<file path="config.mk">
export PLATFORM = sky130hd
export DESIGN_NAME = apb_timer
export DESIGN_NICKNAME = d
export VERILOG_FILES = /design/src/rtl/apb_timer.sv
export SDC_FILE = /design/constraint.sdc
export NUM_CORES = 1
export LEC_CHECK = 0
export BUFFER_PORTS_ARGS = -buffer_cell sky130_fd_sc_hd__buf_4
export CORE_MARGIN = 2
export CORE_UTILIZATION = 54
export CTS_BUF_LIST = sky130_fd_sc_hd__clkbuf_4 sky130_fd_sc_hd__clkbuf_8
export CTS_CLUSTER_DIAMETER = 30
export CTS_CLUSTER_SIZE = 12
export DETAILED_ROUTE_END_ITERATION = 8
export GPL_TIMING_DRIVEN = 0
export PLACE_DENSITY = 0.79
export SLEW_MARGIN = 15
export SYNTH_ARGS = -nofsm -noshare
export SYNTH_HDL_FRONTEND = slang
export SYNTH_SLANG_ARGS = --single-unit
</file>
<file path="constraint.sdc">
create_clock -name HCLK -period 2.9 [get_ports HCLK]
set_input_delay 0.29 -clock HCLK [delete_from_list [all_inputs] [get_ports HCLK]]
set_output_delay 0.29 -clock HCLK [all_outputs]
set_load 0.01 [all_outputs]
</file>
<file path="src/rtl/apb_timer.sv">
// apb_timer: APB2 slave wrapping a 32-bit down-counter.
// The counter supports one-shot and auto-reload modes, has a sticky
// EXPIRED flag and a level interrupt.
//
// Bus handshake: APB2 without wait states. A transfer has a setup phase
// (PSEL & !PENABLE) followed by exactly one access phase
// (PSEL & PENABLE). The slave is always ready. Writes commit at the edge
// that ends the access phase. Reads capture the addressed register into
// PRDATA at the edge that ends the setup phase, and PRDATA then holds
// until the next read setup phase.
module apb_timer (
    input  logic        HCLK,
    input  logic        HRESET,
    input  logic        PSEL,
    input  logic        PENABLE,
    input  logic        PWRITE,
    input  logic [31:0] PADDR,
    input  logic [31:0] PWDATA,
    output logic [31:0] PRDATA,
    output logic        IRQ
);

    localparam logic [11:0] OFF_CTRL   = 12'h000;
    localparam logic [11:0] OFF_LOAD   = 12'h004;
    localparam logic [11:0] OFF_VALUE  = 12'h008;
    localparam logic [11:0] OFF_STATUS = 12'h00C;

    logic [11:0] addr;
    logic        wr_access;
    logic        rd_setup;
    logic        wr_ctrl;
    logic        wr_load;
    logic        wr_status;

    logic        ctrl_en;
    logic        ctrl_auto;
    logic        ctrl_irq_en;
    logic [31:0] load_q;
    logic [31:0] value_q;
    logic        expired_q;
    logic [31:0] prdata_q;

    logic        expire;
    logic        en_nxt;
    logic [31:0] value_nxt;
    logic        expired_nxt;
    logic [31:0] rd_data;

    // Upper address bits are outside this block's 4 KB window.
    logic        unused_addr;
    assign unused_addr = &{1'b0, PADDR[31:12]};

    assign addr = PADDR[11:0];

    // Decode bus phases and per-register write strobes.
    always_comb begin
        wr_access = PSEL & PENABLE & PWRITE;
        rd_setup  = PSEL & ~PENABLE & ~PWRITE;
        wr_ctrl   = wr_access & (addr == OFF_CTRL);
        wr_load   = wr_access & (addr == OFF_LOAD);
        wr_status = wr_access & (addr == OFF_STATUS);
    end

    // Counter next state: bus writes are applied last so they override
    // the free-running behaviour in the same cycle, except that an expiry
    // always beats a STATUS clear.
    always_comb begin
        expire      = ctrl_en & (value_q == 32'd0);
        en_nxt      = ctrl_en;
        value_nxt   = value_q;
        expired_nxt = expired_q;

        if (ctrl_en) begin
            if (value_q != 32'd0) begin
                value_nxt = value_q - 32'd1;
            end else if (ctrl_auto) begin
                value_nxt = load_q;
            end else begin
                value_nxt = 32'd0;
                en_nxt    = 1'b0;
            end
        end

        if (wr_ctrl) begin
            en_nxt = PWDATA[0];
        end
        if (wr_load) begin
            value_nxt = PWDATA;
        end

        if (wr_status && PWDATA[0]) begin
            expired_nxt = 1'b0;
        end
        if (expire) begin
            expired_nxt = 1'b1;
        end
    end

    // Read mux; unmapped offsets return zero.
    always_comb begin
        rd_data = 32'd0;
        case (addr)
            OFF_CTRL:   rd_data = {29'd0, ctrl_irq_en, ctrl_auto, ctrl_en};
            OFF_LOAD:   rd_data = load_q;
            OFF_VALUE:  rd_data = value_q;
            OFF_STATUS: rd_data = {31'd0, expired_q};
            default:    rd_data = 32'd0;
        endcase
    end

    // Control and reload registers.
    always_ff @(posedge HCLK) begin
        if (HRESET) begin
            ctrl_en     <= 1'b0;
            ctrl_auto   <= 1'b0;
            ctrl_irq_en <= 1'b0;
            load_q      <= 32'd0;
        end else begin
            ctrl_en <= en_nxt;
            if (wr_ctrl) begin
                ctrl_auto   <= PWDATA[1];
                ctrl_irq_en <= PWDATA[2];
            end
            if (wr_load) begin
                load_q <= PWDATA;
            end
        end
    end

    // Counter value and sticky expiry flag.
    always_ff @(posedge HCLK) begin
        if (HRESET) begin
            value_q   <= 32'd0;
            expired_q <= 1'b0;
        end else begin
            value_q   <= value_nxt;
            expired_q <= expired_nxt;
        end
    end

    // Read data is captured in the setup phase and held otherwise.
    always_ff @(posedge HCLK) begin
        if (HRESET) begin
            prdata_q <= 32'd0;
        end else if (rd_setup) begin
            prdata_q <= rd_data;
        end
    end

    assign PRDATA = prdata_q;
    assign IRQ    = expired_q & ctrl_irq_en;

endmodule
</file>
* After elaboration in Yosys (flattened, before gate mapping)
Index checks and enable logic that the tools add are counted.
** Storage, ports and cells
- Input bits :: 69
- Word-level logic and storage cells :: 39
- Register bits :: 100
- Bits in latches :: 0
- Memory bits (read-only) :: 0
- Memory bits (writable) :: 0
- Memories kept :: 0
** Operators by class
- Multiply operators :: 0
- Order comparisons :: 0
- Equal/unequal tests :: 3
- Reduce and logical (&&, ||, !) cells :: 6
- $add $sub $neg :: 1
- Shift operators :: 0
- Mux-type cells :: 11
- Divide/modulo/power cells :: 0
- Bitwise gates (word level) :: 11
** Operator list (count)
- two-way mux 32 bit :: 4
- one-hot mux 32 bit (4 select lines) :: 1
- logical NOT 32 bit :: 1
- nonzero test 32 bit :: 1
- subtractor 32 x 1 -> 32 bit (second input constant) :: 1
- equality test 12 x 4 -> 1 bit (second input constant) :: 2
- equality test 12 x 3 -> 1 bit (second input constant) :: 1
- logical NOT 12 bit :: 1
- bitwise AND 1 bit :: 9
- two-way mux 1 bit :: 6
- nonzero test 2 bit :: 2
- NOT 1 bit :: 2
- logical AND 1 bit :: 1

* Logic depth before layout (Yosys ltp)
Gate-level depths: netlist of run 1.
- Depth after elaboration :: 6
- Depth in mapped cells :: 10

* Least setup slack after synthesis of run 1
OpenSTA, ideal clock, no wires.
- Path kind :: reg2reg
- Start :: register value_q[19]
- End :: register value_q[27]
- Setup slack :: 347 ps
- Period minus slack after synthesis :: 2553 ps
- Path buffers :: 1
- Data required time :: 2766 ps
- Data arrival time :: 2419 ps
- Stages on the path, launching flop included :: 8
- Setup time :: 134 ps
- Cells stage by stage :: dfxtp_1 -> or4_4 -> or3_1 -> buf_6 -> or3_4 -> or4_4 -> a211oi_2 -> a211oi_1
** On the way
- Cells in the longest elaborated chain, start to end :: 4
** RTL lines
- from (decl) :: line 39 : logic [31:0] value_q;
- from (signal assigned) :: line 136 : value_q <= value_nxt;
- subtractor 32 x 1 -> 32 bit or nonzero test 32 bit (tied branches) :: line 75, 74
- two-way mux 32 bit * :: line 74 : if (value_q != 32'd0) begin
- two-way mux 32 bit * :: line 73 : if (ctrl_en) begin
- two-way mux 32 bit * :: line 87 : if (wr_load) begin
Mark *: on every way between the ends. The rest lies on a longest branch, timed or not. The select of a mux whose other input is x is not followed.
A chain may end at the register's enable or synchronous reset.

* Final worst setup path of run 1
Ends and elaborated chain as after synthesis.

==> results of run 1 <==
-- cell families (layout without fill, tap and decap cells) --
group / count (synthesis) / count (layout)
flops: 100 / 100
compound gates: 185 / 185
fa+ha+maj: 2 / 2
mux: 4 / 4
xor+xnor: 21 / 21
simple gates: 291 / 291
buf+inv: 59 / 156
-- worst min-delay path: stages --
cell	delay [ns]
buf_4	0.11
nand2_1	0.05
a21oi_1	0.05
-- flip-flops by register name, indices dropped and copies added, names as in the netlist --
signal       cells
ctrl_en          1
ctrl_irq_en      1
PRDATA          32
ctrl_auto        1
value_q         32
expired_q        1
load_q          32
-- cell usage in the layout (no fill, tap or decap), types with 2 or more instances in the layout --
| cell type | count |
|---|---|
| nand4b_1 | 2 |
| a211oi_1 | 10 |
| o31ai_1 | 2 |
| mux2i_1 | 2 |
| o21a_1 | 3 |
| and4_1 | 3 |
| clkbuf_2 | 2 |
| or3_1 | 12 |
| o21ai_0 | 58 |
| dfxtp_1 | 100 |
| o211ai_1 | 5 |
| inv_1 | 5 |
| clkbuf_8 | 10 |
| nor3_1 | 26 |
| nor4b_1 | 6 |
| a221oi_1 | 2 |
| and3_1 | 4 |
| xnor2_1 | 4 |
| a311oi_1 | 6 |
| buf_2 | 3 |
| nand3_1 | 7 |
| nor2_1 | 46 |
| nor4_4 | 2 |
| clkbuf_1 | 42 |
| ha_1 | 2 |
| a21oi_1 | 61 |
| nand4_1 | 6 |
| or4_1 | 4 |
| buf_4 | 84 |
| or3_2 | 2 |
| nor4_1 | 27 |
| nor3b_1 | 2 |
| buf_1 | 3 |
| a22oi_1 | 29 |
| nand2_1 | 126 |
| or4_4 | 3 |
| clkinv_4 | 3 |
| xor2_1 | 17 |
| a41o_1 | 2 |
| nor3_2 | 2 |
-- metrics by stage --
step / setup WS (ns) / TNS, ns / util, % / hold WS [ns] / power [W]
finish: 0.0987 / 0 / 66.3 / 0.175 / 0.00241
global route: 0.00605 / 0 / 66.3 / 0.168 / 0.00248
CTS: 0.0365 / 0 / 65.8 / 0.167 / 0.00242
detailed placement: -0.226 / -2.30 / 63.1 / 0.444 / 0.00151
global placement: -0.118 / -0.577 / 63.1 / 0.436 / 0.00151
floorplan: 0.347 / 0 / - / 0.426 / 0.00144
-- repair_timing --
action,4_1_cts,5_1_grt
setup buffers,3,0
hold buffers,0,0
gates resized for setup,5,7
setup endpoints to repair,10,32
gates cloned,0,0
pin swaps,1,0
-- power by group --
part | switching [W] | internal [W] | leakage, nW
Clock | 0.000494 | 0.000436 | 0.107
Combinational | 0.0000610 | 0.0000479 | 1.37
Sequential | 0.0000000628 | 0.00137 | 0.805
-- path summary, 6_finish.rpt --
check,startpoint,endpoint,slack [ns],cells after the start
worst min register to register,load_q[16],value_q[16],0.45,2
worst max-delay path,value_q[19],value_q[27],0.1,7
worst max register to register,value_q[19],value_q[27],0.1,7
worst min-delay path,PWDATA[17],load_q[17],0.18,3
-- area by class of cell --
type | instances | area (µm²) | area share [%]
plain buffers | 54 | 228 | 3.74
inverters | 5 | 18.8 | 0.308
flip-flops and latches | 100 | 2000 | 32.9
well taps | 111 | 139 | 2.28
clock buffers | 11 | 145 | 2.38
repair buffers | 81 | 608 | 9.98
multi-input cells | 503 | 2890 | 47.5
clock inverters | 5 | 61.3 | 1.01
-- routing by layer --
| metal | GRT usage, % | part of all wire, % | routed length [µm] | vias up |
|---|---|---|---|---|
| li1 | - | - | - | 2581 |
| met1 | 42.5 | 43 | 6920 | 2541 |
| met2 | 50.9 | 46 | 7300 | 301 |
| met3 | 6.66 | 9.2 | 1470 | 31 |
| met4 | 10.6 | 1.8 | 289 | 0 |
| met5 | 0 | 0 | 0 | - |
==> results_dict.tcl, run 1 <==
set metrics [dict create \
    gp_congestion 0.981 \
    synthTopCellsByArea "dfxtp_1 (39%), nand2_1 (9.3%), a21oi_1 (6.0%)" \
    synth_edf_count 0 \
    placedCellCount 851 \
    synth_fp_nets 733 \
    finalCriticalPeriod_ns 2.80 \
    finalSetupViolCount 0 \
    clockBufferDepth 2 \
    rows 35 \
    max_freq_ghz 0.357 \
    fp.dieH_um 101 \
    cp_common_cell "or4_4" \
    wl_per_cell_um 18.4 \
    antenna_found_initial 0 \
    nets 825 \
    synthXorXnorAreaFrac_pct 3.62 \
    rsz0062_at_grt "false" \
    grt_pass1_vias 5158 \
    netlist_instances 662 \
    via_per_inst 6.27 \
    cts_buffers 9 \
    ys_types 55 \
    num_vias 5454 \
    drc_errors 0 \
    path_cells "or4_4 -> or3_1 -> buf_6 -> or3_4 -> or4_4 -> a211oi_2 -> a211oi_1" \
    postPlaceCellArea_mm2 0.00580 \
    cts_tree "built" \
    grt_overflow 0 \
    synth_compound_area_share_pct 22.4 \
    pwr_density_cell_mw_per_mm2 396 \
    fin_skew_ns 0.0174 \
    netlist.area_leader.share_pct 39.4 \
    status "finished clean" \
    yosysTopAreaCell "dfxtp_1" \
    crit_type "reg2reg" \
    cp-end-kind "flip-flop" \
    htree_num_levels 3 \
    die-width_um 101 \
    cp_max_fo 7 \
    stdcell_area_mm2 0.00609 \
    fin_crit_sh_pct 96.6 \
    grt_first_pass_wirelength_mm 25.6 \
    clk_pin_slew_ns 0.11 \
    yosys_warnings 0 \
    area_delta_synth_final_pct 20.0 \
    final_cell_count_no_fill 870 \
    synthFlopType "dfxtp_1" \
    wirelength_mm 16.0 \
    crit_required_ns 3.13 \
    cap_violations 0 \
    ys_seq_area_share_pct 39.4 \
    hp-class "in2reg" \
    synthesis.area_mm2 0.00508 \
    yosys.area_share.adder_pct 0.493 \
    initial_utilization_pct 55.2 \
    drive_gt1_share_pct 16.6 \
    n_fill_cell 795 \
    ys_seq_elements 100 \
    relSlewSlack_pct 47.5 \
    synthSimpleGateAreaFrac_pct 28.2 \
    vdd_ir_drop_max_v 0.000251 \
    diodes 0 \
    cts_sinks 100 \
    p_leak_nw 2.28 \
    syn_area_per_cell_um2 7.67 \
    grt_max_degree 17 \
    yosysMostFrequentCell "nand2_1" \
    tightest_slew_ns 0.788 \
    drtAntennaViolNets 0 \
    ys_async_sr_fraction_pct 0 \
    arrival_ns 3.03 \
    ios 102 \
    synth_top_family_by_area "simple AND/OR/NAND/NOR gates" \
    insertion_delay_ns 0.37 \
    port_buffers 78 \
    drv_slew 0 \
    crit_path_start_kind "flip-flop" \
    hpwl_mm 11.5 \
    core_mm2 0.00920 \
    cpMaxStageDelayCell "or4_4" \
    drt_iter0_markers 460 \
    die_area_mm2 0.0102 \
    firstDrtPassIters 5 \
    hold_viol_final 0 \
    cts-root-buf "clkbuf_8" \
    critPathMaxStageDelay_ns 0.59 \
    ys_top_cells_by_count "nand2_1 (126), dfxtp_1 (100), a21oi_1 (61)" \
    cp.buffers_inverters 1 \
    cpLargestDelayFamily "simple AND/OR/NAND/NOR gates" \
    track_usage_pct 31.7 \
    synth_mux_area_share_pct 1.06 \
]
No activity file was read; power rests on OpenSTA's default activity.
==> run 2, diff against run 1 <==
- CORE_ASPECT_RATIO: not set -> 1.25
- clock period: 2.9 -> 3.44 ns (I/O delays scaled with it)
==> run 2 against run 1 <==
Against the previous run: clock power down 17%; wire length up 2.8%; hold slack better by 0.039 ns; sequential share of layout area up 0.41 points; count of clock-buffer cells in the layout down 1; die area about the same; utilization down 0.30 points; maximum frequency down 10%; critical path depth unchanged.
==> results_dict.tcl, run 2 (synthesis gave the netlist of run 1 again) <==
set metrics [dict create \
    status "finished clean" \
    firstDrtPassIters 5 \
    htree_num_levels 3 \
    finalSetupViolCount 0 \
    utilization_pct 66.0 \
    tns_ns 0 \
    nets 822 \
    fin_crit_sh_pct 90.8 \
    hp-class "in2reg" \
    core_mm2 0.00913 \
    port_buffers 78 \
    grt_first_pass_wirelength_mm 26.2 \
    wl_met1_mm 6.40 \
    multi_input_area_mm2 0.00284 \
    num_vias 5482 \
    grt_max_degree 17 \
    ios 102 \
    n_fill_cell 845 \
    pwr_density_cell_mw_per_mm2 336 \
    seq_area_mm2 0.00200 \
    arrival_ns 3.37 \
    drc_errors 0 \
    cts_hold_buf 0 \
    finalCriticalPeriod_ns 3.12 \
    fin_skew_ns 0.0128 \
    clk_pin_slew_ns 0.09 \
    final_common_cell "nand2_1" \
    hold_viol_final 0 \
    cts-root-buf "clkbuf_8" \
    drt_iter0_markers 705 \
    diodes 0 \
    relSlewSlack_pct 36.5 \
    hpwl_mm 11.9 \
    p_leak_nw 2.22 \
    top_layer "met4" \
    grt_pass1_vias 5231 \
    track_usage_pct 32.2 \
    cp-end-kind "flip-flop" \
    drtAntennaViolNets 0 \
    wl_met3_mm 1.29 \
    cap_violations 0 \
    cts_buffers 9 \
    die_area_mm2 0.0102 \
    crit_path_start_kind "flip-flop" \
    grt_overflow 0 \
    total_power_w 0.00202 \
    clockBufferDepth 2 \
    insertion_delay_ns 0.38 \
    rows 39 \
    vdd_ir_drop_max_v 0.000225 \
    drv_slew 0 \
    layout_common_cells "nand2_1 (126), dfxtp_1 (100), buf_4 (80)" \
    die-width_um 90.7 \
    crit_required_ns 3.69 \
    wirelength_mm 16.4 \
    met2_length_mm 8.07 \
    cts_tree "built" \
    antenna_found_initial 0 \
    cp_max_fo 10 \
    crit_type "reg2reg" \
    wl_per_cell_um 18.7 \
    max_freq_ghz 0.320 \
    initial_utilization_pct 55.6 \
    fp.dieH_um 112 \
    tightest_slew_ns 0.953 \
    area_delta_synth_final_pct 18.6 \
    drive_gt1_share_pct 15.3 \
    rsz0062_at_grt "false" \
    gp_congestion 0.954 \
    via_per_inst 6.24 \
    cts_sinks 100 \
]
==> run 2: stage by stage <==
stage / setup slack, ns / hold slack (ns) / instance area (µm²) / instances
floorplan: 0.887 / 0.441 / 5080 / 662
global placement: 0.383 / 0.435 / 5820 / 863
detailed placement: 0.308 / 0.443 / 5820 / 863
CTS: 0.277 / 0.205 / 6010 / 879
global route: 0.128 / 0.215 / 6020 / 879
finish: 0.316 / 0.215 / 6020 / 879
==> run 2: worst paths after layout <==
check | start | endpoint | slack (ns) | cells past startpoint
setup / recovery | value_q[5] | value_q[27] | 0.32 | 7
hold / removal | PWDATA[12] | load_q[12] | 0.21 | 3
setup reg to reg | value_q[5] | value_q[27] | 0.32 | 7
hold reg to reg | PRDATA[26] | PRDATA[26] | 0.46 | 2
==> run 2: where the power goes <==
group,switching (W),internal (W)
clock,0.000424,0.000345
combinational,0.0000547,0.0000404
sequential,0.0000000482,0.00116
==> run 2: area by class of cell <==
type | instances | area share (%)
Timing Repair Buffer | 78 | 9.73
Multi-Input combinational cell | 503 | 47.2
Clock buffer | 10 | 2.18
Buffer | 54 | 3.72
Sequential cell | 100 | 33.3
Clock inverter | 6 | 1.08
Inverter | 5 | 0.312
Tap cell | 123 | 2.56
==> run 2: worst max-delay path, cell delays in order (launching register included) <==
cell	delay [ns]
dfxtp_1	0.31
clkbuf_1	0.17
nor3_1	0.64
nand4_1	0.56
or3_4	0.60
or4_4	0.43
a211oi_2	0.21
a211oi_1	0.07
==> run 2: timing repair <==
item	CTS	global route
setup endpoints to repair	0	1
resized for setup	0	1
setup buffers	0	0
==> run 2: routing by layer <==
metal	vias to the layer above	global-route usage, %
li1	2577	-
met2	305	56.2
met5	-	0
met1	2543	38.5
met3	57	3.56
met4	0	18.2
